## src/rtl/bcd_timer_counter.sv

```systemverilog
// N-digit BCD up/down timer with countdown mode, saturating/wrapping add and expiry flag.
// Define BCD_TIMER_EDGE_DETECT_EN to treat add/sub/start as raw button levels (rising-edge events).
module bcd_timer_counter #(
    parameter int DIGITS = 2,
    parameter int STEP   = 2,
    parameter int WRAP   = 0
) (
    input  logic                  clk,
    input  logic                  reset,
    input  logic                  add,
    input  logic                  sub,
    input  logic                  start,
    input  logic                  tick,
    input  logic                  clear,
    output logic [4*DIGITS-1:0]   value,
    output logic                  running,
    output logic                  expired,
    output logic                  ovf,
    output logic                  unf,
    output logic                  reset_out
);
    localparam int W = 4 * DIGITS;
    localparam logic [3:0] STEP_BCD = 4'(STEP);
    localparam logic [W-1:0] ALL_NINES = {DIGITS{4'h9}};

    typedef enum logic [1:0] {IDLE, RUN, EXPIRED} state_t;

    state_t         state_reg, state_next;
    logic [W-1:0]   value_reg, value_next;
    logic           running_reg, running_next;
    logic           expired_reg, expired_next;
    logic           ovf_reg, ovf_next;
    logic           unf_reg, unf_next;
    logic           reset_out_reg, reset_out_next;

    logic add_ev, sub_ev, start_ev;

`ifdef BCD_TIMER_EDGE_DETECT_EN
    logic add_prev_reg, sub_prev_reg, start_prev_reg;

    always_ff @(posedge clk) begin
        if (reset) begin
            add_prev_reg   <= 1'b0;
            sub_prev_reg   <= 1'b0;
            start_prev_reg <= 1'b0;
        end else begin
            add_prev_reg   <= add;
            sub_prev_reg   <= sub;
            start_prev_reg <= start;
        end
    end

    assign add_ev   = add & ~add_prev_reg;
    assign sub_ev   = sub & ~sub_prev_reg;
    assign start_ev = start & ~start_prev_reg;
`else
    assign add_ev   = add;
    assign sub_ev   = sub;
    assign start_ev = start;
`endif

    // The decrementer is shared between sub (STEP) and countdown tick (1).
    logic [3:0]     dec_amount;
    logic [DIGITS:0] add_carry;
    logic [DIGITS:0] sub_borrow;
    logic [W-1:0]   add_sum;
    logic [W-1:0]   sub_diff;

    assign dec_amount    = sub_ev ? STEP_BCD : 4'd1;
    assign add_carry[0]  = 1'b0;
    assign sub_borrow[0] = 1'b0;

    generate
        for (genvar gi = 0; gi < DIGITS; gi++) begin : g_digit
            logic [3:0] add_op;
            logic [3:0] sub_op;
            logic [4:0] add_raw;
            logic [4:0] sub_raw;

            assign add_op  = (gi == 0) ? STEP_BCD : 4'd0;
            assign sub_op  = (gi == 0) ? dec_amount : 4'd0;
            assign add_raw = {1'b0, value_reg[4*gi +: 4]} + {1'b0, add_op}
                           + {4'd0, add_carry[gi]};
            assign sub_raw = {1'b0, value_reg[4*gi +: 4]} - {1'b0, sub_op}
                           - {4'd0, sub_borrow[gi]};

            assign add_carry[gi+1]    = (add_raw > 5'd9);
            assign add_sum[4*gi +: 4] = add_carry[gi+1] ? 4'(add_raw - 5'd10) : add_raw[3:0];
            // A negative 5-bit difference has bit 4 set; its low nibble plus ten is the digit.
            assign sub_borrow[gi+1]    = sub_raw[4];
            assign sub_diff[4*gi +: 4] = sub_raw[4] ? (sub_raw[3:0] + 4'd10) : sub_raw[3:0];
        end
    endgenerate

    logic value_zero, value_one, add_zero, sub_zero;
    assign value_zero = (value_reg == '0);
    assign value_one  = (value_reg == W'(1));
    assign add_zero   = (add_sum == '0);
    assign sub_zero   = (sub_diff == '0);

    always_comb begin
        state_next     = state_reg;
        value_next     = value_reg;
        ovf_next       = 1'b0;
        unf_next       = 1'b0;
        reset_out_next = 1'b0;

        if (state_reg == EXPIRED) begin
            if (clear) begin
                state_next     = IDLE;
                value_next     = '0;
                reset_out_next = 1'b1;
            end
        end else if (clear) begin
            state_next     = IDLE;
            value_next     = '0;
            reset_out_next = 1'b1;
        end else if (start_ev) begin
            if (state_reg == IDLE && !value_zero) begin
                state_next = RUN;
            end
        end else if (add_ev && !sub_ev) begin
            ovf_next = add_carry[DIGITS];
            if (add_carry[DIGITS] && WRAP == 0) begin
                value_next = ALL_NINES;
            end else begin
                value_next     = add_sum;
                reset_out_next = add_carry[DIGITS];
            end
            // Only a wrap can land exactly on zero; a running timer then has nothing left.
            if (state_reg == RUN && WRAP != 0 && add_zero) begin
                state_next = EXPIRED;
            end
        end else if (sub_ev && !add_ev) begin
            unf_next   = sub_borrow[DIGITS];
            value_next = sub_borrow[DIGITS] ? '0 : sub_diff;
            if (state_reg == RUN && (sub_borrow[DIGITS] || sub_zero)) begin
                state_next = EXPIRED;
            end
        end else if (!add_ev && !sub_ev && tick && state_reg == RUN) begin
            value_next = sub_diff;
            if (value_one) begin
                state_next = EXPIRED;
            end
        end

        running_next = (state_next == RUN);
        expired_next = (state_next == EXPIRED);
    end

    always_ff @(posedge clk) begin
        if (reset) begin
            state_reg     <= IDLE;
            value_reg     <= '0;
            running_reg   <= 1'b0;
            expired_reg   <= 1'b0;
            ovf_reg       <= 1'b0;
            unf_reg       <= 1'b0;
            reset_out_reg <= 1'b0;
        end else begin
            state_reg     <= state_next;
            value_reg     <= value_next;
            running_reg   <= running_next;
            expired_reg   <= expired_next;
            ovf_reg       <= ovf_next;
            unf_reg       <= unf_next;
            reset_out_reg <= reset_out_next;
        end
    end

    assign value     = value_reg;
    assign running   = running_reg;
    assign expired   = expired_reg;
    assign ovf       = ovf_reg;
    assign unf       = unf_reg;
    assign reset_out = reset_out_reg;

endmodule

```

## config.mk

```make
export PLATFORM = sky130hd
export DESIGN_NAME = bcd_timer_counter
export DESIGN_NICKNAME = d
export VERILOG_FILES = /design/src/rtl/bcd_timer_counter.sv
export SDC_FILE = /design/constraint.sdc
export NUM_CORES = 1
export LEC_CHECK = 0
export CAP_MARGIN = 20
export CORE_MARGIN = 2
export CORE_UTILIZATION = 50
export DETAILED_ROUTE_END_ITERATION = 10
export PLACE_DENSITY = 0.74
export RECOVER_POWER = 100
export SYNTH_ARGS = -nofsm -noshare
export SYNTH_HDL_FRONTEND = slang
export SYNTH_SLANG_ARGS = --single-unit
export TNS_END_PERCENT = 1
```

## constraint.sdc

```tcl
create_clock -name clk -period 4.7 [get_ports clk]
set_input_delay 0.47 -clock clk [delete_from_list [all_inputs] [get_ports clk]]
set_output_delay 0.47 -clock clk [all_outputs]
set_load 0.005 [all_outputs]
```

==> metrics.csv, run 1 <==
metric,value,unit
dp.cells,222,
syn_inst,179,
run_status,completed,
wl_per_cell,15.5,microns
drc,0,
pin_count,20,
clock_skew,7.37,ps
antenna_found_initial,0,
critPathKind,in2reg,
syn_area_per_cell,7.61,sq um
relSlewSlack,67.0,%
die_w,56.2,microns
ys_ff_latch,15,
synth-edff-count,0,
synthDominantCellAreaShare,22.1,%
grt_pass1_wl,5870,microns
cts.repair.resized,0,
rows,18,
syn_nets,197,
rsz0062_at_grt,false,
cp_max_fo,6,
synth_async_sr_flop_share,0,%
cts_buffer_depth,2,
ys_warn_count,0,
fin_util,62.3,%
power_frac_seq,39.5,%
cp-start-kind,input port,
yosysUniqueCellTypes,52,
fin_cells,226,
grt_pass1_vias,1292,
cts-root-buf,clkbuf_4,
gp_congestion,0.904,
p_int,224,uW
cts_tree,built,
peakVddDrop,0.153,mV
worstPathArrival,4420,ps
grt_usage,22.8,%
first_pass_iters,4,
cp.required,4910,ps
postRouteAntennaNets,0,
final.period_utilization,89.7,%
cts_setup_buffers,0,
syn_to_final_growth,15.3,%
dp_hpwl,2740,microns
setup_viol,0,
drive_above_1_share,7.14,%
yosys.area.top_type,dfxtp_1,
clock_power_share,22.5,%
cts_sinks,15,
vias,1405,
routed_wl,3510,microns
final_hold_viol_count,0,
start_util,54.0,%
hp-class,reg2reg,
largest_reg_flops,8,
io_buffers,19,
cts_buffers,3,
synthTopCellsByArea,"dfxtp_1 22%, ha_1 9.2%, nand2_1 4.1%",
drv_cap,0,
fin_nets,215,
drtIter0Drc,59,
clk_pin_slew_worst_paths,100,ps
antenna_cells,0,
grt_overflow,0,
clkLatencyLatePin,290,ps
fin_setup_tns,0,ps
design.die.area,3160,sq um
p_comb_share,38.0,%
worstMarginPinSlew,494,ps
via_per_inst,6.22,
leakage,0.634,nW
dominantRegCellSynth,dfxtp_1,
fmax,237,MHz
synth-seq-area-share,22.1,%
core-area,2520,sq um
powerDensity,224,nW/um^2
endpoint_kind,flop,
htree_levels,1,
die_h,56.2,microns
p_sw,128,uW
p_sw_share,36.3,%
hold_buffers,0,
min_period,4210,ps
finalMaxSlewViolations,0,
grt_start_max_net_pins,15,
synth_area,1360,sq um
worst max-delay path, cell delays in order:
cell and delay, ps:
clkdlybuf4s50_1 490, inv_1 110, ha_1 210, inv_1 70, fa_1 370, or2_0 260, nor2_1 180, ha_1 210
ha_1 210, nand2b_1 160, nand2_1 70, ha_1 290, nor2_1 100, nor2_1 40, or4_1 480, a2111oi_2 360
o21bai_1 160, a211oi_1 200
placed cells by master (no fill, tap or decap), types with 2 or more instances in the layout:
cell type        instances
o2111ai_1                2
o32ai_1                  2
clkdlybuf4s50_1          5
nand2_1                 15
dlygate4sd3_1           14
o31ai_1                  2
or3_1                    5
or4_1                    2
inv_1                   13
buf_4                    2
nor2b_1                  3
nor3_1                   9
a31oi_1                  4
o22a_1                   2
ha_1                    10
o21bai_1                 2
a211oi_1                 2
nor2_1                  15
clkbuf_4                 3
nand3_1                  4
o21ai_0                 12
a21oi_1                  9
nand2b_1                 9
or2_2                    2
nor4_1                   5
xnor2_1                  2
dfxtp_1                 15
nand4_1                  2
worst paths after layout:
| kind | start | slack (ps) | to | depth (start not counted) |
|---|---|---|---|---|
| max reg2reg | value[0] | 780 | expired | 17 |
| min | value[4] | 550 | value[4] | 2 |
| min reg2reg | value[4] | 550 | value[4] | 2 |
| max | sub | 490 | expired | 18 |
synth_stat cells (3+ instances only):
library cell,count
nand3_1,4
a31oi_1,4
nor2b_1,3
nor4_1,5
nor2_1,15
a21oi_1,9
nand2_1,15
nand2b_1,9
o21ai_0,11
inv_1,13
dfxtp_1,15
or3_1,5
nor3_1,9
ha_1,10
metrics by stage:
stage	hold slack [ps]	total power, mW	area, sq um	setup WS, ps
5_1_grt	579	0.374	1570	165
3_5_place_dp	529	0.276	1550	210
6_report	548	0.352	1570	485
3_3_place_gp	515	0.272	1550	359
2_1_floorplan	500	0.239	1360	831
4_1_cts	548	0.353	1580	514
power by group through the flow:
stage | clock network, mW | registers, mW | logic (mW)
4_1_cts | 0.0797 | 0.139 | 0.135
2_1_floorplan | 0 | 0.139 | 0.0999
3_3_place_gp | 0 | 0.142 | 0.130
5_1_grt | 0.0851 | 0.140 | 0.149
6_report | 0.0794 | 0.139 | 0.134
3_5_place_dp | 0 | 0.142 | 0.134
kinds of logic (layout without fill, tap and decap cells):
family / Yosys count / count (layout) / synth area share, %
compound gates: 52 / 52 / 27.7
buf+inv: 21 / 38 / 7.63
mux: 1 / 1 / 0.827
xor+xnor: 3 / 3 / 1.93
flops: 15 / 15 / 22.1
fa+ha+maj: 11 / 11 / 10.7
simple gates: 76 / 76 / 29.2
routing by layer:
metal  up-vias  GRT usage, %  wire, microns  part of all wire, %
li1        701             -              -                    -
met3         6          2.56            119                  3.4
met2        31          36.5           1630                   47
met1       667          32.1           1720                   49
met4         0          6.80             36                  1.0
met5         -             0              0                    0
final cells by class:
| class | count | area (sq um) |
|---|---|---|
| well taps | 30 | 37.5 |
| multi-input cells | 143 | 952 |
| inverters | 13 | 48.8 |
| clock buffers | 4 | 26.3 |
| repair buffers | 21 | 205 |
| flip-flops and latches | 15 | 300 |
| fillers | 238 | 952 |
No activity file was read; power rests on OpenSTA's default activity.
==> inputs of run 2 (changes only) <==
--- a/config.mk
+++ b/config.mk
@@ -5,12 +5,15 @@
 export SDC_FILE = /design/constraint.sdc
 export NUM_CORES = 1
 export LEC_CHECK = 0
+export ABC_AREA = 0
 export CAP_MARGIN = 20
 export CORE_MARGIN = 2
 export CORE_UTILIZATION = 50
+export CTS_CLUSTER_SIZE = 24
 export DETAILED_ROUTE_END_ITERATION = 10
 export PLACE_DENSITY = 0.74
 export RECOVER_POWER = 100
+export SKIP_LAST_GASP = 1
 export SYNTH_ARGS = -nofsm -noshare
 export SYNTH_HDL_FRONTEND = slang
 export SYNTH_SLANG_ARGS = --single-unit
==> results of run 2 <==
Same layout as run 1: the final DEF is identical, and so are final timing and power.
==> inputs of run 3 (changes only) <==
--- a/config.mk
+++ b/config.mk
@@ -7,7 +7,6 @@
 export LEC_CHECK = 0
 export ABC_AREA = 0
 export CAP_MARGIN = 20
-export CORE_MARGIN = 2
 export CORE_UTILIZATION = 50
 export CTS_CLUSTER_SIZE = 24
 export DETAILED_ROUTE_END_ITERATION = 10
==> metrics.csv, run 3 (synthesis gave the netlist of run 1 again) <==
metric,value,unit,change
final.period_utilization,92.5,%,was 89.7%
crit_family,adder cells,,was simple AND/OR/NAND/NOR gates
first_pass_iters,4,,unchanged
drtIter0Drc,36,,was 59
relSlewSlack,67.4,%,was 67.0%
run_status,completed,,unchanged
r2r_cells,17,,unchanged
start_util,54.0,%,unchanged
crit_chain,clkdlybuf4s50_1 -> inv_1 -> ha_1 -> inv_1 -> fa_1 -> or2_0 -> nor2_1 -> ha_1 -> ha_1 -> nand2b_1 -> nand2_1 -> ha_1 -> nor2_1 -> nor2_1 -> or4_1 -> a2111oi_2 -> o21bai_1 -> a211oi_2,,was clkdlybuf4s50_1 -> inv_1 -> ha_1 -> inv_1 -> fa_1 -> or2_0 -> nor2_1 -> ha_1 -> ha_1 -> nand2b_1 -> nand2_1 -> ha_1 -> nor2_1 -> nor2_1 -> or4_1 -> a2111oi_2 -> o21bai_1 -> a211oi_1
final_hold_viol_count,0,,unchanged
antenna_found_initial,0,,unchanged
gp_congestion,0.882,,was 0.904
worstMarginPinSlew,490,ps,was 494 ps
regArea,300,sq um,unchanged
leakage,0.633,nW,was 0.634 nW
grt_usage,27.2,%,was 22.8%
finalInstanceArea,1570,sq um,about the same
via_per_inst,6.24,,was 6.22
cts_buffers,3,,unchanged
peakVddDrop,0.164,mV,was 0.153 mV
rsz0062_at_grt,false,,unchanged
clk_pin_slew_worst_paths,100,ps,about the same
crit_buf_inv,3,,unchanged
placed_area,1540,sq um,was 1550 sq um
clock_skew,7.96,ps,was 7.37 ps
grt_start_max_net_pins,15,,unchanged
wl_per_cell,15.3,microns,was 15.5 microns
crit_cells,18,,unchanged
drive_above_1_share,7.69,%,was 7.14%
setup_viol,0,,unchanged
dp_hpwl,2660,microns,was 2740 microns
antenna_cells,0,,unchanged
hold_depth,2,,unchanged
drv_cap,0,,unchanged
endpoint_kind,flop,,unchanged
hold_buffers,0,,unchanged
vias,1403,,was 1405
grt_pass1_vias,1250,,was 1292
rr_endpoint,expired,,unchanged
p_comb_share,38.0,%,about the same
p_sw,127,uW,was 128 uW
htree_levels,1,,unchanged
r2r-start,value[0],,unchanged
critPathSlowestCell,clkdlybuf4s50_1,,unchanged
die_w,54.2,microns,was 56.2 microns
cp_max_fo,6,,unchanged
largest_reg_flops,8,,unchanged
rows,18,,unchanged
design.die.area,2940,sq um,was 3160 sq um
die_h,54.2,microns,was 56.2 microns
postRouteAntennaNets,0,,unchanged
io_buffers,19,,unchanged
r2r_slack,750,ps,was 780 ps
critPathKind,in2reg,,unchanged
p_int,223,uW,was 224 uW
layout_common_cells,"15 x nor2_1, 15 x nand2_1, 15 x dfxtp_1",,unchanged
core-area,2520,sq um,unchanged
grt_overflow,0,,unchanged
power_frac_seq,39.7,%,was 39.5%
powerDensity,223,nW/um^2,was 224 nW/um^2
cpPeakStageDelay,490,ps,about the same
fillers,235,,was 238
pin_count,20,,unchanged
cts_setup_buffers,0,,unchanged
min_from,value[4],,unchanged
cts_sinks,15,,unchanged
min_period,4350,ps,was 4210 ps
hp-class,reg2reg,,unchanged
clkLatencyLatePin,290,ps,about the same
multi_input_area,957,sq um,was 952 sq um
cts_tree,built,,unchanged
worstPathArrival,4570,ps,was 4420 ps
fin_setup_tns,0,ps,unchanged
crit_path_frequent_cell,ha_1,,unchanged
layout_setup_ws,350,ps,was 485 ps
grt_pass1_wl,5750,microns,was 5870 microns
clock_power_share,22.3,%,was 22.5%
cts-root-buf,clkbuf_4,,unchanged
hold_end,value[4],,unchanged
pre_cts_ws,40.4,ps,was 210 ps
syn_to_final_growth,15.3,%,about the same
drc,0,,unchanged
fmax,230,MHz,was 237 MHz
finalMaxSlewViolations,0,,unchanged
cp-start-kind,input port,,unchanged
cts_buffer_depth,2,,unchanged
routed_wl,3450,microns,was 3510 microns
fin_nets,214,,was 215
cp.required,4920,ps,was 4910 ps
cts.repair.resized,0,,unchanged
p_sw_share,36.3,%,about the same
run 3: cell count changes in the layout (fill, tap and decap cells not counted):
cell,before,now
a211oi_1,2,1
a211oi_2,0,1
buf_4,2,1
clkbuf_1,1,0
clkinv_2,0,1
run 3: metal layers:
metal,GRT usage [%],up-vias,wire length [microns]
li1,-,695,-
met3,3.95,9,173
met2,40.4,48,1590
met4,11.1,0,73
met1,38.7,651,1620
met5,0,-,0
run 3: tightest hold or removal path, delay by kind of cell (launching register included):
kind,cells,cell delay [ps]
and+or+nand+nor,1,80
DFF,1,360
AOI/OAI and AO/OA,1,60
run 3: per-stage QoR:
stage / utilization [%] / hold WS [ps] / total power [mW] / instances
5_1_grt: 62.2 / 566 / 0.374 / 225
3_5_place_dp: 61.1 / 523 / 0.274 / 221
4_1_cts: 62.2 / 539 / 0.352 / 225
6_report: 62.2 / 541 / 0.350 / 225
3_3_place_gp: 61.1 / 516 / 0.271 / 221
2_1_floorplan: - / 500 / 0.239 / 179
run 3: power by group through the flow:
stage	clock (mW)	combinational (mW)	sequential, mW
after CTS	0.0798	0.133	0.139
final	0.0778	0.133	0.139
after global routing	0.0843	0.149	0.140
after floorplan	0	0.0999	0.139
after detailed placement	0	0.132	0.142
after global placement	0	0.129	0.142
run 3: area by class of cell:
cell class                 instances  share of cell area [%]
timing repair buffer              20                    12.6
clock buffer                       3                    1.44
sequential                        15                    19.1
multi-input combinational        143                    61.0
tap                               30                    2.39
inverter                          13                    3.11
clock inverter                     1                   0.319
run 3: how the worst max path moves through the flow:
| stage | end | start | slack (ps) |
|---|---|---|---|
| floorplan | expired | sub | 830 |
| global placement | expired | sub | 250 |
| detailed placement | expired | sub | 40 |
| CTS | expired | sub | 340 |
| global route | expired | sub | 30 |
| finish | expired | sub | 350 |
